File: config.mk
export PLATFORM = sky130hd
export DESIGN_NAME = prio_enc_seg
export DESIGN_NICKNAME = d
export VERILOG_FILES = /design/src/rtl/prio_enc_seg.sv
export SDC_FILE = /design/constraint.sdc
export NUM_CORES = 1
export LEC_CHECK = 0
export CAP_MARGIN = 30
export CORE_ASPECT_RATIO = 1.5
export CORE_MARGIN = 3
export CORE_UTILIZATION = 30
export DETAILED_ROUTE_END_ITERATION = 8
export HOLD_SLACK_MARGIN = 0.05
export PLACE_DENSITY = 0.57
export SYNTH_ARGS = -nofsm -noshare
export SYNTH_HDL_FRONTEND = slang
export SYNTH_SLANG_ARGS = --single-unit
File: constraint.sdc
create_clock -name clk -period 2.2 [get_ports clk]
set_input_delay 0.55 -clock clk [delete_from_list [all_inputs] [get_ports clk]]
set_output_delay 0.55 -clock clk [all_outputs]
set_load 0.02 [all_outputs]
File: src/rtl/prio_enc_seg.sv
// prio_enc_seg: debounced priority encoder driving two seven-segment digits.
//
// The request vector is sampled every cycle and, once it has been steady long
// enough, committed. The index of the highest set bit of the committed vector
// is shown on pos and decoded onto HEX0 (low nibble) and HEX1 (high nibble).
//
// Ports:
//   clk    - single clock, rising edge
//   rst_n  - asynchronous active-low reset
//   in     - WIDTH-bit request vector
//   en     - encode enable; pos reads 0 while low
//   pos    - registered highest-set-bit index of the committed vector
//   run    - registered, committed vector is non-zero
//   upd    - registered one-cycle pulse after a commit that changed the vector
//   busy   - combinational, sampled input differs from committed vector
//   HEX0   - combinational seven-segment {g..a}, active-low, low nibble of pos
//   HEX1   - combinational seven-segment, high nibble of pos (blank if POS_W <= 4)
//
// Build option: define PRIO_ENC_SEG_DEBOUNCE_EN to enable the stability
// filter. Without it, a sampled value is committed one edge after sampling.
module prio_enc_seg #(
  parameter int unsigned WIDTH         = 16,
  parameter int unsigned STABLE_CYCLES = 4
) (
  input  logic                       clk,
  input  logic                       rst_n,
  input  logic [WIDTH-1:0]           in,
  input  logic                       en,
  output logic [$clog2(WIDTH)-1:0]   pos,
  output logic                       run,
  output logic                       upd,
  output logic                       busy,
  output logic [6:0]                 HEX0,
  output logic [6:0]                 HEX1
);

  localparam int unsigned POS_W = $clog2(WIDTH);

  // Elaboration-time parameter legality checks.
  if (WIDTH < 4 || WIDTH > 256 || (WIDTH & (WIDTH - 1)) != 0) begin : g_bad_width
    $error("prio_enc_seg: WIDTH must be a power of two in 4..256");
  end
  if (STABLE_CYCLES < 1 || STABLE_CYCLES > 255) begin : g_bad_stable
    $error("prio_enc_seg: STABLE_CYCLES must be in 1..255");
  end

  logic [WIDTH-1:0] samp;
  logic [WIDTH-1:0] cmt;
  logic [WIDTH-1:0] cmt_nxt;
  logic             commit;
  logic [POS_W-1:0] pos_nxt;
  logic [7:0]       pos8;

  // Index of the highest set bit; 0 for an all-zero vector.
  function automatic logic [POS_W-1:0] msb_idx(input logic [WIDTH-1:0] v);
    msb_idx = '0;
    for (int unsigned i = 0; i < WIDTH; i++) begin
      if (v[i]) msb_idx = POS_W'(i);
    end
  endfunction

  // Active-low {g,f,e,d,c,b,a} hex digit decode.
  function automatic logic [6:0] seg7(input logic [3:0] d);
    case (d)
      4'h0:    seg7 = 7'b1000000;
      4'h1:    seg7 = 7'b1111001;
      4'h2:    seg7 = 7'b0100100;
      4'h3:    seg7 = 7'b0110000;
      4'h4:    seg7 = 7'b0011001;
      4'h5:    seg7 = 7'b0010010;
      4'h6:    seg7 = 7'b0000010;
      4'h7:    seg7 = 7'b1111000;
      4'h8:    seg7 = 7'b0000000;
      4'h9:    seg7 = 7'b0010000;
      4'hA:    seg7 = 7'b0001000;
      4'hB:    seg7 = 7'b0000011;
      4'hC:    seg7 = 7'b1000110;
      4'hD:    seg7 = 7'b0100001;
      4'hE:    seg7 = 7'b0000110;
      default: seg7 = 7'b0001110;
    endcase
  endfunction

`ifdef PRIO_ENC_SEG_DEBOUNCE_EN
  localparam int unsigned    CNT_W   = (STABLE_CYCLES > 1) ? $clog2(STABLE_CYCLES) : 1;
  localparam logic [CNT_W-1:0] CNT_MAX = CNT_W'(STABLE_CYCLES - 1);

  logic [CNT_W-1:0] cnt;
  logic [CNT_W-1:0] cnt_nxt;

  // Stability counter: restarts on any change, saturates at CNT_MAX.
  always_comb begin
    cnt_nxt = '0;
    commit  = 1'b0;
    if (in == samp) begin
      cnt_nxt = (cnt == CNT_MAX) ? cnt : cnt + CNT_W'(1);
      commit  = (cnt == CNT_MAX) && (samp != cmt);
    end
  end

  always_ff @(posedge clk or negedge rst_n) begin
    if (!rst_n) cnt <= '0;
    else        cnt <= cnt_nxt;
  end
`else
  // No filter: any sampled difference is committed on the next edge.
  assign commit = (samp != cmt);
`endif

  // Next committed vector and the encoder output it implies.
  always_comb begin
    cmt_nxt = cmt;
    if (commit) cmt_nxt = samp;
    pos_nxt = en ? msb_idx(cmt_nxt) : '0;
  end

  // Sample, commit and output registers.
  always_ff @(posedge clk or negedge rst_n) begin
    if (!rst_n) begin
      samp <= '0;
      cmt  <= '0;
      pos  <= '0;
      run  <= 1'b0;
      upd  <= 1'b0;
    end else begin
      samp <= in;
      cmt  <= cmt_nxt;
      pos  <= pos_nxt;
      run  <= (cmt_nxt != '0);
      upd  <= commit;
    end
  end

  assign busy = (samp != cmt);

  // Display decode; upper digit is blanked when pos fits in one nibble.
  assign pos8 = 8'(pos);
  assign HEX0 = seg7(pos8[3:0]);
  assign HEX1 = (POS_W <= 4) ? 7'b1111111 : seg7(pos8[7:4]);

endmodule

### Word level (Yosys, flattened, before mapping)

Memories as Yosys holds them, arrays and structs flattened.
Index checks and enable logic that the tools add are counted.

| cells by class | value |
|---|---|
| mux-type cells | 17 |
| equality and inequality tests | 1 |
| reduce and logical (&&, ||, !) cells | 1 |

Operator list:

| kind | count |
|---|---|
| $mux W4 | 15 |
| $mux W16 | 1 |
| $ne A16 B16 Y1 | 1 |
| $reduce_bool A16 Y1 | 1 |
| $mux W1 | 1 |

| storage, ports and cells | value |
|---|---|
| output and inout bits | 21 |
| bits in registers | 38 |
| memories kept | 1 |
| ROM bits | 112 |
| input bits | 19 |
| word-level logic and storage cells | 25 |

Memory list:

| memory | depth | width | rd ports | clocked after Yosys merged registers in | write ports | RTL line | text |
|---|---|---|---|---|---|---|---|
| (name not given) | 16 | 7 | 1 | 0 | 0 | 64 | `case (d)` |

### Logic depth before layout (Yosys ltp)

Gate-level depths: netlist of run 1.

| depth | value |
|---|---|
| depth in word-level cells | 18 |
| depth in mapped cells | 5 |
| gate-level depth less buffers | 5 |

### Worst setup path before layout of run 1

No wires, ideal clock.

| timing | value |
|---|---|
| path kind | reg-to-output |
| start | reg pos[0] |
| end | out HEX0[3] |
| data arrival time | 1566 ps |
| path slack | 84 ps |
| path buffers | 0 |
| cell stages (with the launch flop) | 5 |
| data required time | 1650 ps |
| cells stage by stage | dfrtp_1 inv_1 ha_1 inv_1 mux4_1 |

| between the ends | value |
|---|---|
| longest elaborated chain between the ends | 1 |

Ends and longest elaborated chain:

| what | RTL line | text |
|---|---|---|
| start: declaration | 29 | `output logic [$clog2(WIDTH)-1:0] pos,` |
| start signal: assignment | 128 | `pos <= pos_nxt;` |
| $mem_v2 Z16 W7 | -- |  |
| end: declaration | 33 | `output logic [6:0] HEX0,` |

Every way passes these cells.

### Worst setup path after layout of run 1

Ends and elaborated chain as after synthesis.

==> reports/results.ini, run 1 <==
[logic_synthesis]
ys_types=32
netlist_instances=142
ys_ff_latch=38
avgSynthCellArea_um2=11.8
yosysWarnings=0
synth.yosys.seq_area_share_pct=56.8
netlist_area_um2=1670

[drt]
dr.pass1.iters=4
drt_iter0_markers=54
wirelength_met1_um=1130
wire_per_inst_um=12.6
met2_length_um=1870
drt-vias-per-instance=4.38
routed.top_layer=met4
num_vias=1135
wl_met3_um=172
drcViolationCount=0
ant_nets=0
wirelength_um=3250

[cells_and_area]
multi_input_area_um2=639
design_area_um2=2310
instances_no_fill=259
nNetsFinal=215
fill_cells=530
seq_area_um2=953
area_growth_pct=38.0
n_antenna_cell=0
drive_above_1_share_pct=29.3

[timing]
finalCritPeriodShare_pct=100
setup_violations=1
rsz0062_at_grt=yes
fin_worst_skew_ns=0.00386
whs_ns=0.520
fin_setup_tns_ns=-0.00559
max_freq_ghz=0.453
layout_min_cycle_time_ns=2.21
final.setup.worst_slack_ns=-0.00559
hold_viol_final=0
timing.final.max_slew_violations=0

[die]
die_area_um2=6530
start_util_pct=31.7
die_h_um=97.5
coreArea_um2=5290
die_w_um=67.0
pin_count=40
rows=32

[pwr]
powerDensity_nw_per_um2=653
p_int_w=0.00113
p_clk_share_pct=31.2
p_leak_nw=1.02
seqPwrFrac_pct=50.3
switching_share_pct=25.2
power_frac_comb_pct=18.5
vdd_ir_drop_max_uv=363
finalPower_w=0.00151
switching_power_w=0.000379

[run_status]
violations=negative setup slack
outcome=finished with violations

[setup_path]
cp-start-kind=flop
cp-end-kind=primary output
arrival_ns=1.66
cp.required_ns=1.65
cp_max_fo=5
critPathKind=flop to primary output

[clocking]
cts_sinks=38
cts_root_buf=clkbuf_8
clk_latency_ns=0.28
ctsHtreeMaxLevel=2
hold_buffers=0
clockBufferDepth=2
cts_tree=done
clk_pin_slew_worst_paths_ns=0.07
cts_buffers=5

[placement]
hpwl_um=2490
io_buffer_count=32
place_inst=248
placed_area_um2=2160
place_congestion=0.739

[run]
cap_violations=0

[global_route]
grt_max_degree=39
grt_overflow=0
antenna_found_initial=0
grt_pass1_vias=1184
grt_pass1_wl_um=5180
grt_use_total_pct=10.4

[hold_path]
worstHoldPathType=flop to flop

==> cells by family after synthesis <==
kind of cell / count (synthesis) / synth area share [%]
simple gates: 28 / 9.42
mux: 6 / 4.64
flops: 38 / 56.8
fa+ha+maj: 6 / 4.49
other cells: 1 / 0.224
xor+xnor: 16 / 8.38
buf+inv: 30 / 8.83
compound gates: 17 / 7.18
==> worst paths after layout <==
check,from,to,slack (ns),cells past startpoint
max,pos[0]$_DFF_PN0_,HEX0[3],-0.006,4
min,samp[1]$_DFF_PN0_,cmt[1]$_DFF_PN0_,0.52,1
max reg2reg,cmt[10]$_DFF_PN0_,upd$_DFF_PN0_,0.67,6
min reg2reg,samp[1]$_DFF_PN0_,cmt[1]$_DFF_PN0_,0.52,1
max in group asynchronous,rst_n,pos[3]$_DFF_PN0_,1.17,2
min in group asynchronous,rst_n,samp[9]$_DFF_PN0_,0.68,2
==> synth_stat cells <==
cell type,number,area share [%]
o21bai_1,1,0.45
o21ai_0,2,0.60
xor2_1,16,8.4
mux2_1,1,0.67
conb_1,1,0.22
o31a_1,1,0.52
nor4_2,1,0.75
a32o_1,1,0.60
dfrtp_1,38,57
ha_1,6,4.5
a311oi_1,1,0.52
nor2_2,1,0.37
nand3_1,1,0.30
buf_4,7,3.1
nor4_1,7,2.6
buf_2,1,0.30
buf_6,1,0.67
mux4_1,1,1.6
inv_1,5,1.1
nor2_1,9,2.0
nand2b_1,2,0.75
nand4_1,2,0.75
or3b_1,1,0.52
a21oi_1,3,0.90
nor2b_1,3,1.1
clkbuf_1,16,3.6
o21ai_1,2,0.60
a22o_1,2,1.0
o311ai_1,2,1.0
mux2i_1,4,2.4
nand2_1,1,0.22
a21boi_1,2,0.90
==> critical path, cell delays in order (launching register included) <==
cell and delay [ns]:
dfrtp_2 0.43, buf_4 0.16, ha_4 0.17, mux4_2 0.47
buf_6 0.15
==> stage by stage <==
| step | util, % | worst slack [ns] |
|---|---|---|
| after global routing | 43.7 | -0.0753 |
| after CTS | 42.8 | -0.165 |
| final | 43.7 | -0.00559 |
| after detailed placement | 40.9 | -0.235 |
| after floorplan | - | 0.0837 |
| after global placement | 40.9 | -0.147 |
==> layout by cell type (no fill, tap or decap), types with 3 or more instances in the layout <==
cell type,synthesis,final
clkbuf_8,0,6
ha_4,0,3
buf_4,7,29
dfrtp_1,38,36
mux2i_1,4,4
inv_1,5,3
xor2_1,16,16
clkdlybuf4s50_1,0,24
buf_6,1,3
nor2b_1,3,3
nor4_1,7,7
conb_1,1,7
a21oi_1,3,3
nor2_1,9,9
==> metal layers <==
layer / up-vias / GRT usage, %
li1: 550 / -
met1: 542 / 10.1
met3: 7 / 3.13
met2: 36 / 19.6
met4: 0 / 4.22
met5: - / 0
==> state kept, by name, summed over array words and instances, names as in the netlist <==
register	flops
pos	4
cmt	16
run	1
samp	16
upd	1
==> what timing repair did <==
| item | in CTS | in global routing |
|---|---|---|
| pin swaps | 0 | 1 |
| resized for setup | 28 | 22 |
| cloned | 0 | 0 |
| setup buffers | 2 | 1 |
| setup endpoints to repair | 8 | 8 |
==> cell type report <==
class / instances / share of cell area, %
clock buffers: 7 / 3.74
multi-input cells: 80 / 27.7
clock inverters: 1 / 0.217
well taps: 68 / 3.69
inverters: 5 / 0.921
flip-flops and latches: 38 / 41.3
repair buffers: 60 / 22.4
==> power by group through the flow <==
| stage | Combinational [W] | Sequential [W] | Clock (W) |
|---|---|---|---|
| 2_1_floorplan | 0.000128 | 0.000782 | 0 |
| 3_3_place_gp | 0.000257 | 0.000768 | 0 |
| 3_5_place_dp | 0.000265 | 0.000771 | 0 |
| 4_1_cts | 0.000262 | 0.000757 | 0.000495 |
| 5_1_grt | 0.000304 | 0.000762 | 0.000522 |
| 6_report | 0.000279 | 0.000758 | 0.000471 |
Power figures use the tool's default switching activity.
==> inputs of run 2 (changes only) <==
==> constraint.sdc (replaced) <==
create_clock -name clk -period 2.2 [get_ports clk]
set_input_delay 0.55 -clock clk [delete_from_list [all_inputs] [get_ports clk]]
set_output_delay 0.55 -clock clk [all_outputs]
set_load 0.01 [all_outputs]
==> run 2 against run 1 <==
Effect of this change: the run still ends with negative setup slack left; non-clock buffer count shrank 1; register-to-register slack better by 0.16 ns; total power decreased by 0.42%; sequential cell count unchanged; via count is 0.53% higher; clock power rose by 3%; wire length rose by 1.7%; cell area shrank 0.87%; maximum frequency shrank 4.7%; clock skew hardly changed; largest cell class unchanged.
==> reports/results.ini, run 2 (synthesis gave the netlist of run 1 again) <==
[run_status]
outcome=finished with violations
violations=negative setup slack

[drt]
drcViolationCount=0  ; unchanged
dr.pass1.iters=4  ; unchanged
ant_nets=0  ; unchanged
num_vias=1141  ; +0.53%
drt_iter0_markers=42  ; -22%
drt-vias-per-instance=4.42  ; +0.92%
wire_per_inst_um=12.8  ; +2.1%
wirelength_um=3310  ; +1.7%

[setup_path]
critPathKind=flop to primary output
cp_max_fo=4  ; -1
arrival_ns=1.77  ; +0.11 ns
cp.required_ns=1.65  ; about the same
cp-start-kind=flop
cp-end-kind=primary output

[cells_and_area]
design_area_um2=2290  ; -0.87%
mostFrequentLayoutCell=dfrtp_1
nNetsFinal=214  ; -0.47%
n_antenna_cell=0  ; unchanged
fill_cells=520  ; -1.9%
seq_area_um2=951  ; -0.26%
layout_common_cells=dfrtp_1, buf_4, clkdlybuf4s50_1
area_growth_pct=36.8
multi_input_area_um2=642  ; +0.39%
reg_top3=cmt: 16 flops, samp: 16 flops, pos: 4 flops
drive_above_1_share_pct=28.9  ; -0.37 points

[global_route]
grt_pass1_vias=1184  ; unchanged
grt_max_degree=39  ; unchanged
antenna_found_initial=0  ; unchanged
grt_use_total_pct=10.7  ; +0.27 points
grt_pass1_wl_um=5310  ; +2.4%
grt_overflow=0  ; unchanged

[clocking]
clk_pin_slew_worst_paths_ns=0.07  ; about the same
clk_latency_ns=0.28  ; about the same
clockBufferDepth=2  ; unchanged
ctsHtreeMaxLevel=2  ; unchanged
hold_buffers=0  ; unchanged
cts_buffers=5  ; unchanged
cts_sinks=38  ; unchanged
cts_root_buf=clkbuf_8
cts_tree=done

[die]
start_util_pct=31.7  ; unchanged
die_h_um=97.5  ; unchanged
pin_count=40  ; unchanged
rows=32  ; unchanged
coreArea_um2=5290  ; unchanged
die_area_um2=6530  ; unchanged
die_w_um=67.0  ; unchanged

[timing]
fin_worst_skew_ns=0.00343  ; -0.000427 ns
finalCritPeriodShare_pct=105  ; +5.0 points
rsz0062_at_grt=yes
max_freq_ghz=0.432  ; -4.7%
setup_violations=2  ; +1
whs_ns=0.429  ; -0.0903 ns
timing.final.max_slew_violations=0  ; unchanged
layout_min_cycle_time_ns=2.32  ; +0.110 ns
hold_viol_final=0  ; unchanged
final.setup.worst_slack_ns=-0.116  ; -0.110 ns

[hold_path]
worstHoldPathType=flop to flop

[pwr]
finalPower_w=0.00150  ; -0.42%
p_leak_nw=1.02  ; -0.46%
vdd_ir_drop_max_uv=425  ; +17%
powerDensity_nw_per_um2=656  ; +0.45%

[placement]
place_ws_ns=-0.166  ; +0.0691 ns
place_congestion=0.779  ; +5.5%
placed_area_um2=2130  ; -1.4%
io_buffer_count=32  ; unchanged
hpwl_um=2510  ; +0.91%

[run]
cap_violations=0  ; unchanged

run 2: cell count changes in the layout (fill, tap and decap cells not counted), sizes merged:
cell,delta
clkdlybuf4s15,-1
clkbuf,-1
dlygate4sd2,+1
buf,-1
clkinvlp,+1
run 2: report_power, final:
part	internal (W)	leakage (nW)	switching, W
logic	0.000142	0.533	0.000116
registers	0.000733	0.438	0.0000255
clock network	0.000251	0.0472	0.000233
run 2: critical path, stage by stage (launching register included):
cell and delay, ns:
dfrtp_1 0.41, inv_2 0.08, buf_6 0.12, ha_4 0.25, inv_2 0.03, mux4_2 0.46
buf_6 0.14
run 2: layer usage:
layer	vias up	track usage, %	wire [um]
met1	554	10.5	1180
met5	-	0	0
met3	8	2.08	139
met2	33	19.9	1890
li1	546	-	-
met4	0	5.94	93
run 2: repair_timing:
item                                    4_1_cts  5_1_grt
gates cloned                                  0        0
pin swaps                                     1        0
setup buffers                                 5        1
endpoints found under the setup margin        8        7
gates resized for setup                      36        6
run 2: path summary, 6_finish.rpt:
| check | from | to | slack [ns] | cells past startpoint |
|---|---|---|---|---|
| worst max register to register | samp[10]$_DFF_PN0_ | upd$_DFF_PN0_ | 0.83 | 5 |
| min in group asynchronous | rst_n | cmt[4]$_DFF_PN0_ | 0.68 | 2 |
| worst min register to register | samp[0]$_DFF_PN0_ | cmt[0]$_DFF_PN0_ | 0.43 | 0 |
| worst min-delay path | samp[0]$_DFF_PN0_ | cmt[0]$_DFF_PN0_ | 0.43 | 0 |
| max in group asynchronous | rst_n | cmt[1]$_DFF_PN0_ | 1.21 | 2 |
| worst max-delay path | pos[0]$_DFF_PN0_ | HEX0[3] | -0.12 | 6 |
run 2: metrics by stage:
stage          instances  setup TNS [ns]  utilization [%]
2_1_floorplan        148               0                -
3_3_place_gp         244          -0.159             40.3
3_5_place_dp         244          -0.367             40.3
4_1_cts              257          -0.104             43.0
5_1_grt              258          -0.350             43.3
6_report             258          -0.119             43.3
run 2: final cells by class:
cell class | instances | share of cell area [%]
multi-input cells | 80 | 28.0
repair buffers | 59 | 21.7
clock inverters | 2 | 0.547
flip-flops and latches | 38 | 41.6
inverters | 5 | 0.820
well taps | 68 | 3.72
clock buffers | 6 | 3.61
==> inputs of run 3 (changes only) <==
Settings changed: GPL_ROUTABILITY_DRIVEN from default to 0.
==> results of run 3 <==
The final DEF is identical to that of run 2; final timing and power are the same.
